==> src/rtl/cop_sequencer_pkg.sv <==
// Shared definitions for the custom-0 opcode group.
// Contents:
//   ALU_* constants  - alu_ctrl encodings of the custom ops (also used by the decoder)
//   lane_op_t        - operation selector for the shared byte-lane unit
//   cop_state_t      - sequencer FSM states
//   is_cop_ctrl()    - true for an alu_ctrl value the sequencer accepts
//   lane_op_of()     - alu_ctrl to lane operation mapping
package cop_sequencer_pkg;

   localparam logic [3:0] ALU_RELU   = 4'h8;
   localparam logic [3:0] ALU_MATMUL = 4'h9;
   localparam logic [3:0] ALU_VECADD = 4'ha;
   localparam logic [3:0] ALU_MPOOL  = 4'hb;

   typedef enum logic [1:0] {
      LOP_RELU = 2'd0,
      LOP_ADD  = 2'd1,
      LOP_MUL  = 2'd2,
      LOP_MAX  = 2'd3
   } lane_op_t;

   typedef enum logic [1:0] {
      ST_IDLE = 2'd0,
      ST_SEND = 2'd1,
      ST_WAIT = 2'd2,
      ST_WB   = 2'd3
   } cop_state_t;

   function automatic logic is_cop_ctrl(input logic [3:0] ctrl);
      case (ctrl)
         ALU_RELU, ALU_MATMUL, ALU_VECADD, ALU_MPOOL: is_cop_ctrl = 1'b1;
         default:                                    is_cop_ctrl = 1'b0;
      endcase
   endfunction

   function automatic lane_op_t lane_op_of(input logic [3:0] ctrl);
      case (ctrl)
         ALU_VECADD: lane_op_of = LOP_ADD;
         ALU_MATMUL: lane_op_of = LOP_MUL;
         ALU_MPOOL:  lane_op_of = LOP_MAX;
         default:    lane_op_of = LOP_RELU;
      endcase
   endfunction

endpackage

==> src/rtl/cop_sequencer_if.sv <==
// Bundle of the sequencer's pipeline-side and lane-side signals.
// Groups:
//   flush                          - pipeline flush from the core
//   issue_* / stall                - decode-stage handshake
//   lane_*                         - request/result path to the shared byte-lane unit
//   wb_* / err                     - register writeback and timeout abort report
// Modports:
//   master - the sequencer itself
//   slave  - its environment (decode, lane unit, writeback)
interface cop_sequencer_if;
   import cop_sequencer_pkg::*;

   logic        flush;
   logic        issue_valid;
   logic [3:0]  issue_ctrl;
   logic [4:0]  issue_rd;
   logic [31:0] issue_a;
   logic [31:0] issue_b;
   logic        issue_ready;
   logic        stall;
   logic        lane_valid;
   lane_op_t    lane_op;
   logic [7:0]  lane_a;
   logic [7:0]  lane_b;
   logic        lane_ready;
   logic        lane_res_valid;
   logic [15:0] lane_res;
   logic        wb_valid;
   logic [4:0]  wb_rd;
   logic [31:0] wb_data;
   logic        err;

   modport master (
      input  flush, issue_valid, issue_ctrl, issue_rd, issue_a, issue_b,
      input  lane_ready, lane_res_valid, lane_res,
      output issue_ready, stall, lane_valid, lane_op, lane_a, lane_b,
      output wb_valid, wb_rd, wb_data, err
   );

   modport slave (
      output flush, issue_valid, issue_ctrl, issue_rd, issue_a, issue_b,
      output lane_ready, lane_res_valid, lane_res,
      input  issue_ready, stall, lane_valid, lane_op, lane_a, lane_b,
      input  wb_valid, wb_rd, wb_data, err
   );

endinterface

==> src/rtl/cop_sequencer.sv <==
// Multi-cycle sequencer for the custom-0 ops (ReLU, MatMul, VecAdd, MPOOL).
// Takes one op from decode, stalls the pipeline, feeds the packed int8
// elements one at a time through the shared byte-lane unit, then issues a
// single register writeback.
// Ports:
//   clk   - clock
//   reset - synchronous, active-high reset
//   bus   - cop_sequencer_if.master (issue, lane and writeback signals)
// Every output is a flop loaded from the next-state values, so each output
// equals the decode of the current registered state and no input reaches an
// output combinationally.
module cop_sequencer
   import cop_sequencer_pkg::*;
#(
   parameter int LANES   = 4,
   parameter int TIMEOUT = 16
) (
   input  logic            clk,
   input  logic            reset,
   cop_sequencer_if.master bus
);

   localparam int IDX_W = $clog2(LANES);
   localparam int TMO_W = $clog2(TIMEOUT) + 1;
   localparam logic [IDX_W-1:0] IDX_LAST = IDX_W'(LANES - 1);
   localparam logic [TMO_W-1:0] TMO_LAST = TMO_W'(TIMEOUT - 1);

   cop_state_t       state_r, state_s;
   logic [3:0]       ctrl_r, ctrl_s;
   logic [4:0]       rd_r, rd_s;
   logic [31:0]      a_r, a_s;
   logic [31:0]      b_r, b_s;
   logic [31:0]      acc_r, acc_s;
   logic [31:0]      res_r, res_s;
   logic [IDX_W-1:0] idx_r, idx_s;
   logic [TMO_W-1:0] tmo_r, tmo_s;
   logic             abort_s;

   logic             issue_ready_r, issue_ready_s;
   logic             stall_r, stall_s;
   logic             lane_valid_r, lane_valid_s;
   lane_op_t         lane_op_r, lane_op_s;
   logic [7:0]       lane_a_r, lane_a_s;
   logic [7:0]       lane_b_r, lane_b_s;
   logic             wb_valid_r, wb_valid_s;
   logic [4:0]       wb_rd_r, wb_rd_s;
   logic [31:0]      wb_data_r, wb_data_s;
   logic             err_r;

   // Next-state, datapath update and next-output computation.
   always_comb begin
      state_s = state_r;
      ctrl_s  = ctrl_r;
      rd_s    = rd_r;
      a_s     = a_r;
      b_s     = b_r;
      acc_s   = acc_r;
      res_s   = res_r;
      idx_s   = idx_r;
      tmo_s   = tmo_r;
      abort_s = 1'b0;

      if (bus.flush) begin
         // Flush drops the op in flight, including a result arriving now.
         state_s = ST_IDLE;
         acc_s   = 32'h0000_0000;
         res_s   = 32'h0000_0000;
         idx_s   = '0;
         tmo_s   = '0;
      end else begin
         case (state_r)
            ST_IDLE: begin
               if (bus.issue_valid && is_cop_ctrl(bus.issue_ctrl)) begin
                  ctrl_s  = bus.issue_ctrl;
                  rd_s    = bus.issue_rd;
                  a_s     = bus.issue_a;
                  b_s     = bus.issue_b;
                  idx_s   = '0;
                  tmo_s   = '0;
                  res_s   = 32'h0000_0000;
                  // MPOOL starts from the smallest int8 so the first MAX keeps element 0.
                  acc_s   = (bus.issue_ctrl == ALU_MPOOL) ? 32'hFFFF_FF80 : 32'h0000_0000;
                  state_s = ST_SEND;
               end else begin
                  state_s = ST_IDLE;
               end
            end
            ST_SEND: begin
               if (bus.lane_ready) begin
                  tmo_s   = '0;
                  state_s = ST_WAIT;
               end else begin
                  state_s = ST_SEND;
               end
            end
            ST_WAIT: begin
               if (bus.lane_res_valid) begin
                  case (ctrl_r)
                     ALU_MATMUL: acc_s = acc_r + {{16{bus.lane_res[15]}}, bus.lane_res};
                     ALU_MPOOL:  acc_s = {{24{bus.lane_res[7]}}, bus.lane_res[7:0]};
                     default:    res_s[{idx_r, 3'b000} +: 8] = bus.lane_res[7:0];
                  endcase
                  if (idx_r == IDX_LAST) begin
                     state_s = ST_WB;
                  end else begin
                     idx_s   = idx_r + IDX_W'(1);
                     state_s = ST_SEND;
                  end
               end else if (tmo_r == TMO_LAST) begin
                  abort_s = 1'b1;
                  state_s = ST_IDLE;
               end else begin
                  tmo_s   = tmo_r + TMO_W'(1);
               end
            end
            ST_WB: begin
               state_s = ST_IDLE;
            end
            default: begin
               state_s = ST_IDLE;
            end
         endcase
      end

      issue_ready_s = (state_s == ST_IDLE);
      stall_s       = (state_s != ST_IDLE);
      lane_valid_s  = (state_s == ST_SEND);
      wb_valid_s    = (state_s == ST_WB);

      if (state_s == ST_SEND) begin
         lane_op_s = lane_op_of(ctrl_s);
         lane_a_s  = a_s[{idx_s, 3'b000} +: 8];
         case (ctrl_s)
            ALU_VECADD, ALU_MATMUL: lane_b_s = b_s[{idx_s, 3'b000} +: 8];
            ALU_MPOOL:              lane_b_s = acc_s[7:0];
            default:                lane_b_s = 8'h00;
         endcase
      end else begin
         lane_op_s = LOP_RELU;
         lane_a_s  = 8'h00;
         lane_b_s  = 8'h00;
      end

      if (state_s == ST_WB) begin
         wb_rd_s   = rd_s;
         wb_data_s = (ctrl_s == ALU_MATMUL || ctrl_s == ALU_MPOOL) ? acc_s : res_s;
      end else begin
         wb_rd_s   = 5'd0;
         wb_data_s = 32'h0000_0000;
      end
   end

   // State, datapath and output registers with synchronous reset.
   always_ff @(posedge clk) begin
      if (reset) begin
         state_r       <= ST_IDLE;
         ctrl_r        <= 4'h0;
         rd_r          <= 5'd0;
         a_r           <= 32'h0000_0000;
         b_r           <= 32'h0000_0000;
         acc_r         <= 32'h0000_0000;
         res_r         <= 32'h0000_0000;
         idx_r         <= '0;
         tmo_r         <= '0;
         issue_ready_r <= 1'b1;
         stall_r       <= 1'b0;
         lane_valid_r  <= 1'b0;
         lane_op_r     <= LOP_RELU;
         lane_a_r      <= 8'h00;
         lane_b_r      <= 8'h00;
         wb_valid_r    <= 1'b0;
         wb_rd_r       <= 5'd0;
         wb_data_r     <= 32'h0000_0000;
         err_r         <= 1'b0;
      end else begin
         state_r       <= state_s;
         ctrl_r        <= ctrl_s;
         rd_r          <= rd_s;
         a_r           <= a_s;
         b_r           <= b_s;
         acc_r         <= acc_s;
         res_r         <= res_s;
         idx_r         <= idx_s;
         tmo_r         <= tmo_s;
         issue_ready_r <= issue_ready_s;
         stall_r       <= stall_s;
         lane_valid_r  <= lane_valid_s;
         lane_op_r     <= lane_op_s;
         lane_a_r      <= lane_a_s;
         lane_b_r      <= lane_b_s;
         wb_valid_r    <= wb_valid_s;
         wb_rd_r       <= wb_rd_s;
         wb_data_r     <= wb_data_s;
         err_r         <= abort_s;
      end
   end

   assign bus.issue_ready = issue_ready_r;
   assign bus.stall       = stall_r;
   assign bus.lane_valid  = lane_valid_r;
   assign bus.lane_op     = lane_op_r;
   assign bus.lane_a      = lane_a_r;
   assign bus.lane_b      = lane_b_r;
   assign bus.wb_valid    = wb_valid_r;
   assign bus.wb_rd       = wb_rd_r;
   assign bus.wb_data     = wb_data_r;
   assign bus.err         = err_r;

endmodule

==> src/flat_wrapper.sv <==
// flat-port wrapper written by rule: the top's interface ports become plain ports
module cop_sequencer_flat import cop_sequencer_pkg::*;
#(
   parameter int LANES   = 4,
   parameter int TIMEOUT = 16
)
  (clk, reset, bus_flush, bus_issue_valid, bus_issue_ctrl, bus_issue_rd, bus_issue_a, bus_issue_b, bus_lane_ready, bus_lane_res_valid, bus_lane_res, bus_issue_ready, bus_stall, bus_lane_valid, bus_lane_op, bus_lane_a, bus_lane_b, bus_wb_valid, bus_wb_rd, bus_wb_data, bus_err);
  cop_sequencer_if bus_i ();
  input  logic clk;
  input  logic reset;
  input wire logic [$bits(bus_i.flush)-1:0] bus_flush;
  input wire logic [$bits(bus_i.issue_valid)-1:0] bus_issue_valid;
  input wire logic [$bits(bus_i.issue_ctrl)-1:0] bus_issue_ctrl;
  input wire logic [$bits(bus_i.issue_rd)-1:0] bus_issue_rd;
  input wire logic [$bits(bus_i.issue_a)-1:0] bus_issue_a;
  input wire logic [$bits(bus_i.issue_b)-1:0] bus_issue_b;
  input wire logic [$bits(bus_i.lane_ready)-1:0] bus_lane_ready;
  input wire logic [$bits(bus_i.lane_res_valid)-1:0] bus_lane_res_valid;
  input wire logic [$bits(bus_i.lane_res)-1:0] bus_lane_res;
  output wire logic [$bits(bus_i.issue_ready)-1:0] bus_issue_ready;
  output wire logic [$bits(bus_i.stall)-1:0] bus_stall;
  output wire logic [$bits(bus_i.lane_valid)-1:0] bus_lane_valid;
  output wire logic [$bits(bus_i.lane_op)-1:0] bus_lane_op;
  output wire logic [$bits(bus_i.lane_a)-1:0] bus_lane_a;
  output wire logic [$bits(bus_i.lane_b)-1:0] bus_lane_b;
  output wire logic [$bits(bus_i.wb_valid)-1:0] bus_wb_valid;
  output wire logic [$bits(bus_i.wb_rd)-1:0] bus_wb_rd;
  output wire logic [$bits(bus_i.wb_data)-1:0] bus_wb_data;
  output wire logic [$bits(bus_i.err)-1:0] bus_err;
  assign bus_i.flush = bus_flush;
  assign bus_i.issue_valid = bus_issue_valid;
  assign bus_i.issue_ctrl = bus_issue_ctrl;
  assign bus_i.issue_rd = bus_issue_rd;
  assign bus_i.issue_a = bus_issue_a;
  assign bus_i.issue_b = bus_issue_b;
  assign bus_i.lane_ready = bus_lane_ready;
  assign bus_i.lane_res_valid = bus_lane_res_valid;
  assign bus_i.lane_res = bus_lane_res;
  assign bus_issue_ready = bus_i.issue_ready;
  assign bus_stall = bus_i.stall;
  assign bus_lane_valid = bus_i.lane_valid;
  assign bus_lane_op = bus_i.lane_op;
  assign bus_lane_a = bus_i.lane_a;
  assign bus_lane_b = bus_i.lane_b;
  assign bus_wb_valid = bus_i.wb_valid;
  assign bus_wb_rd = bus_i.wb_rd;
  assign bus_wb_data = bus_i.wb_data;
  assign bus_err = bus_i.err;
  cop_sequencer #(.LANES(LANES), .TIMEOUT(TIMEOUT)) u_core (.clk(clk), .reset(reset), .bus(bus_i));
endmodule
==> config.mk <==
export PLATFORM = sky130hd
export DESIGN_NAME = cop_sequencer_flat
export DESIGN_NICKNAME = d
export VERILOG_FILES = /design/src/rtl/cop_sequencer_pkg.sv /design/src/rtl/cop_sequencer_if.sv /design/src/rtl/cop_sequencer.sv /design/src/flat_wrapper.sv
export SDC_FILE = /design/constraint.sdc
export NUM_CORES = 1
export LEC_CHECK = 0
export CAP_MARGIN = 20
export CORE_ASPECT_RATIO = 0.6
export CORE_MARGIN = 2
export CORE_UTILIZATION = 58
export DETAILED_ROUTE_END_ITERATION = 16
export GPL_ROUTABILITY_DRIVEN = 0
export HOLD_SLACK_MARGIN = 0.05
export PLACE_DENSITY = 0.82
export RECOVER_POWER = 50
export SLEW_MARGIN = 5
export SYNTH_ARGS = -nofsm -noshare
export SYNTH_HDL_FRONTEND = slang
export SYNTH_SLANG_ARGS = --single-unit
==> constraint.sdc <==
create_clock -name clk -period 5.14 [get_ports clk]
set_clock_uncertainty 0.15 [all_clocks]
set_input_delay 1.542 -clock clk [delete_from_list [all_inputs] [get_ports clk]]
set_output_delay 1.542 -clock clk [all_outputs]
set_load 0.02 [all_outputs]
Word level (Yosys, flattened, before mapping):

Cells that the tools add are included.

* flip-flop bits (word level): 206
* output and inout port bits: 60

* add/subtract/negate cells: 4
* equality and inequality tests: 20
* shift-type cells: 4
* muxes and demuxes: 48
* bitwise operators: 3
* reduce and logical (&&, ||, !) cells: 14

Operators by type and width (count)
* 32-bit two-way mux: 15
* 32-bit one-hot mux with 2 select lines: 3
* 32-bit by 6-bit indexed part select with 8-bit output: 2
* 4-bit == test (second input constant): 9
* 5-bit two-way mux: 7
* 32-bit adder: 1
* 32-bit bitwise mux: 1
* 8-bit by 7-bit variable shift with 32-bit output (first input constant): 1
* 8-bit by 7-bit indexed part select with 32-bit output: 1
* 2-bit two-way mux: 9
* 8-bit one-hot mux with 2 select lines: 1
* 5-bit one-hot mux with 3 select lines: 1
* 4-bit two-way mux: 3
* 2-bit OR reduction: 5
* 2-bit == test (second input constant): 4
* 2-bit one-hot mux with 4 select lines: 1
* 4-bit OR reduction: 2
* 5-bit negation with 7-bit output: 1
* 2-bit inequality test (second input constant): 3
* 2-bit one-hot mux with 3 select lines: 1
* 5-bit by 1-bit adder with 5-bit output (second input constant): 1
* 5-bit by 4-bit == test with 1-bit output (second input constant): 1
* 1-bit two-way mux: 5
* 5-bit AND reduction: 1
* 10 further kinds: 14

Depth between registers and ports, before layout:

* depth after elaboration: 12
* mapped depth: 12

Least setup slack after synthesis:

OpenSTA, ideal clock, no wires.

* kind: input to register
* start point: in bus_lane_res[6]
* end point: reg u_core.wb_data_r[31], in the netlist u_core.bus.wb_data[31]
* setup time: 134 ps
* arrival: 3714 ps
* path slack: 1142 ps
* stages on the path: 10
* buffers on the path: 0
* cell sequence: ha_1 o211ai_2 nor4_2 a22o_2 a31o_4 a31oi_4 o41ai_2 xor3_4 a21oi_1 o22ai_1

* longest elaborated chain between the ends: 7
* elaborated cells on any way between the ends: 12
* those cells by class: add/sub (1); shift (1); mux (10)

Ends and longest elaborated chain
* start: declaration: line flat_wrapper.sv:19 `input wire logic [$bits(bus_i.lane_res)-1:0] bus_lane_res;`
* parallel branches: the longest is 6 deep, another holds 32-bit adder
* 32-bit two-way mux (*): line cop_sequencer.sv:146 `wb_data_s = (ctrl_s == ALU_MATMUL || ctrl_s == ALU_MPOOL) ? acc_s : res_s;`
* end signal: assignment: line cop_sequencer.sv:193 `wb_data_r <= wb_data_s;`
* end: declaration: line cop_sequencer.sv:47 `logic [31:0] wb_data_r, wb_data_s;`

Mark *: on every way between the ends.
A chain may end at the register's enable or synchronous reset.

Final worst setup path:

Same ends and word-level chain as after synthesis.

==> run summary <==
Min-delay src - u_core.b_r[7]$_SDFF_PP0_
Area Growth Syn to Fin - 25.8%
Synthesis warning total - 0
Hold-fix buffers, CTS - 0
DP Wirelength - 21.8 mm
Final WS setup - 0.529 ns
Relative slew margins - -23.4%
Shortest period the worst path allows - 4.61 ns
H-tree depth - 1
Cell row count - 36
Ys async rst share - 0%
IO Pins - 155
Initial antenna violation count - 0
Initial DRC count - 1359
Post-layout power - 3.48 mW
TritonCTS buffer count - 20
Worst r2r path cells - 10
R2R Path Start - u_core.state_r[0]$_SDFF_PP0_
IR Drop Worst-Case VDD - 0.000202 V
Most frequent cells in the layout - nand2_1, dfxtp_1, a21oi_1, nor2_1, clkdlybuf4s50_1
Vias in the first global route - 8865
Setup TNS - 0 ns
FMAX - 0.217 GHz
Crit path largest cell delay - 0.58 ns
Avg Cell Area, Syn - 8.18 µm²
IO buf count - 154
Largest net degree at the start of global routing - 87
Worst-Skew Late Latency - 0.50 ns
Final period util - 89.7%
Die Area - 18100 µm²
Worst hold path type - reg -> reg
Clk sink count - 206
Synth Flop Type - dfxtp_1
Crit path cell chain - clkdlybuf4s50_1 -> ha_1 -> o211ai_2 -> nor4_2 -> a22o_2 -> a31o_4 -> a31oi_4 -> o41ai_2 -> xor3_4 -> a21oi_1 -> o22ai_1
Antenna cells - 0
Final Hold Viols - 0
Lkg Pwr - 4.77 nW
Clock tree from TritonCTS - built
First-pass GRT wire length - 47.1 mm
RR Endpoint - u_core.bus.lane_b[2]$_SDFF_PP0_
PostCTS Resize Cnt - 0
Leading area contributor after synthesis - dfxtp_1
Status - finished with violations
Arrival time worst endpoint - 4.82 ns
DRC - 0
Yosys reg bits - 206
RSZ-0062 raised after global routing - no
CP endpoint kind - flip-flop
CP Class - in -> reg
Post-CTS Setup Inserts - 0
Max cap viols - 1
CORE AREA - 16400 µm²
Die height - 105 µm
Family with the most delay on the worst path - compound AO/OA/AOI/OAI gates
Post-route ant nets - 0
Vias per cell - 6.06
Setup crit start kind - input port
First-pass DRT Iterations - 5
Hold depth - 2
Final wirelength - 30.4 mm
Syn Inst Count - 1203
Root buffer cell - clkbuf_16
Drt wl/cell - 19.1 µm
CP Launch Point - bus_lane_res[6]
Clock tree buffer depth - 3
Cell variety after synth - 72
Sequential area share after synthesis - 41.9%
Actual slew at the worst max-slew pin - 1.85 ns
Post-Syn Area - 9840 µm²
Clk slew on worst S/H paths - 0.07 ns
Number of buffers and inverters on the critical path - 1
Hold Worst Slack - 0.303 ns
Initial Util - 60.0%
GRT Util Overall - 33.0%
Power per Cell Area - 281 nW/µm²
EDFF count, synth - 0
Grt total ovfl - 0
Slowest cell on crit path - clkdlybuf4s50_1
Vias - 9648
Crit path max fanout - 6
Pre-CTS setup slack - 0.186 ns
Syn_nets - 1338
Failing checks - capacitance limit, slew limit
Die width - 172 µm
Share of layout cells above drive strength 1 - 6.67%
Crit path required time - 5.35 ns
Slew Limit Fails - 36
Hold EP - u_core.b_r[7]$_SDFF_PP0_
Setup slack, reg-to-reg - 1.82 ns
# nets final - 1487
Leading post-synthesis cells by cell area - dfxtp_1, nand2_1, a21oi_1, nor2_1, ha_1
Synth top area share - 41.9%
Final setup viols - 0
## logic make-up (layout without fill, tap and decap cells)
logic type               count (synthesis)  in the layout  share of synthesized area (%)
XOR/XNOR                                27             27                           2.59
buffers and inverters                   83            245                           3.51
AO/OA/AOI/OAI                          367            367                           23.5
flip-flops                             206            206                           41.9
AND/OR/NAND/NOR                        441            441                           19.3
multiplexers                            39             39                           3.99
adder cells (fa/ha/maj)                 40             40                           5.16
## layout make-up
class,count,area (µm²)
multi-input combinational,914,5390
sequential,206,4120
fill,1218,4020
timing repair buffer,191,1840
clock buffer,31,623
tap,228,285
inverter,19,71.3
clock inverter,4,48.8
## worst reg2reg max path, cell delays in order, from the launching register on
cell and delay, ns:
dfxtp_1 0.57, nor2_1 0.12, a21oi_1 0.67, o21ai_0 0.30, a21oi_1 0.37, nor2_4 0.16
buf_12 0.24, mux2i_1 0.16, o21ai_0 0.09, a22oi_1 0.25, o21ai_0 0.11
## metrics by stage
stage               cell area (µm²)  utilization, %  std cells
floorplan                      9840               -       1203
global placement              11700            71.4       1557
detailed placement            11700            71.4       1557
CTS                           12400            75.5       1592
global route                  12400            75.5       1593
finish                        12400            75.5       1593
## routing by layer
layer	GRT usage (%)	wire length (µm)	vias to the layer above
met2	45.0	12100	602
li1	-	-	4558
met1	50.6	13700	4446
met4	5.34	414	0
met5	0	0	-
met3	11.1	4250	42
## state kept, by name (all words and copies together) (netlist names), 4 cells and up
name                count
u_core.bus.lane_a       8
u_core.rd_r             5
u_core.acc_r           32
u_core.bus.wb_rd        5
u_core.b_r             32
u_core.bus.lane_b       8
u_core.tmo_r            5
u_core.ctrl_r           4
u_core.a_r             32
u_core.res_r           32
u_core.bus.wb_data     32
## worst max-delay path by stage
| stage | end | slack [ns] | depth (start not counted) |
|---|---|---|---|
| 2_1_floorplan | u_core.bus.wb_data[31]$_SDFF_PP0_ | 1.14 | 10 |
| 3_3_place_gp | u_core.bus.wb_data[31]$_SDFF_PP0_ | 0.27 | 11 |
| 3_5_place_dp | u_core.bus.wb_data[31]$_SDFF_PP0_ | 0.19 | 11 |
| 4_1_cts | u_core.bus.wb_data[31]$_SDFF_PP0_ | 0.66 | 11 |
| 5_1_grt | u_core.bus.wb_data[31]$_SDFF_PP0_ | 0.42 | 12 |
| 6_report | u_core.bus.wb_data[31]$_SDFF_PP0_ | 0.53 | 11 |
## cells in the mapped netlist, drive strengths merged (3+ instances only)
master	instances
inv	19
a21o	11
xnor2	14
clkbuf	51
mux2i	37
o21bai	3
xor2	12
nand3	12
or2	5
a22o	14
a21oi	134
and2	10
o211ai	10
and3	7
a22oi	40
dfxtp	206
a211oi	14
a31oi	8
o31ai	7
nor3	26
ha	39
a211o	4
o22ai	19
nor2b	14
a21boi	3
o21a	4
nor2	134
nand2	206
o21ai	73
or3	3
o32ai	4
nand2b	6
nor4	4
nand4	5
buf	13
## power breakdown
part | total [mW] | switching, mW | internal [mW]
Sequential | 1.63 | 0.0134 | 1.62
Combinational | 0.346 | 0.199 | 0.148
Clock | 1.50 | 0.617 | 0.884
Power figures use the tool's default switching activity.
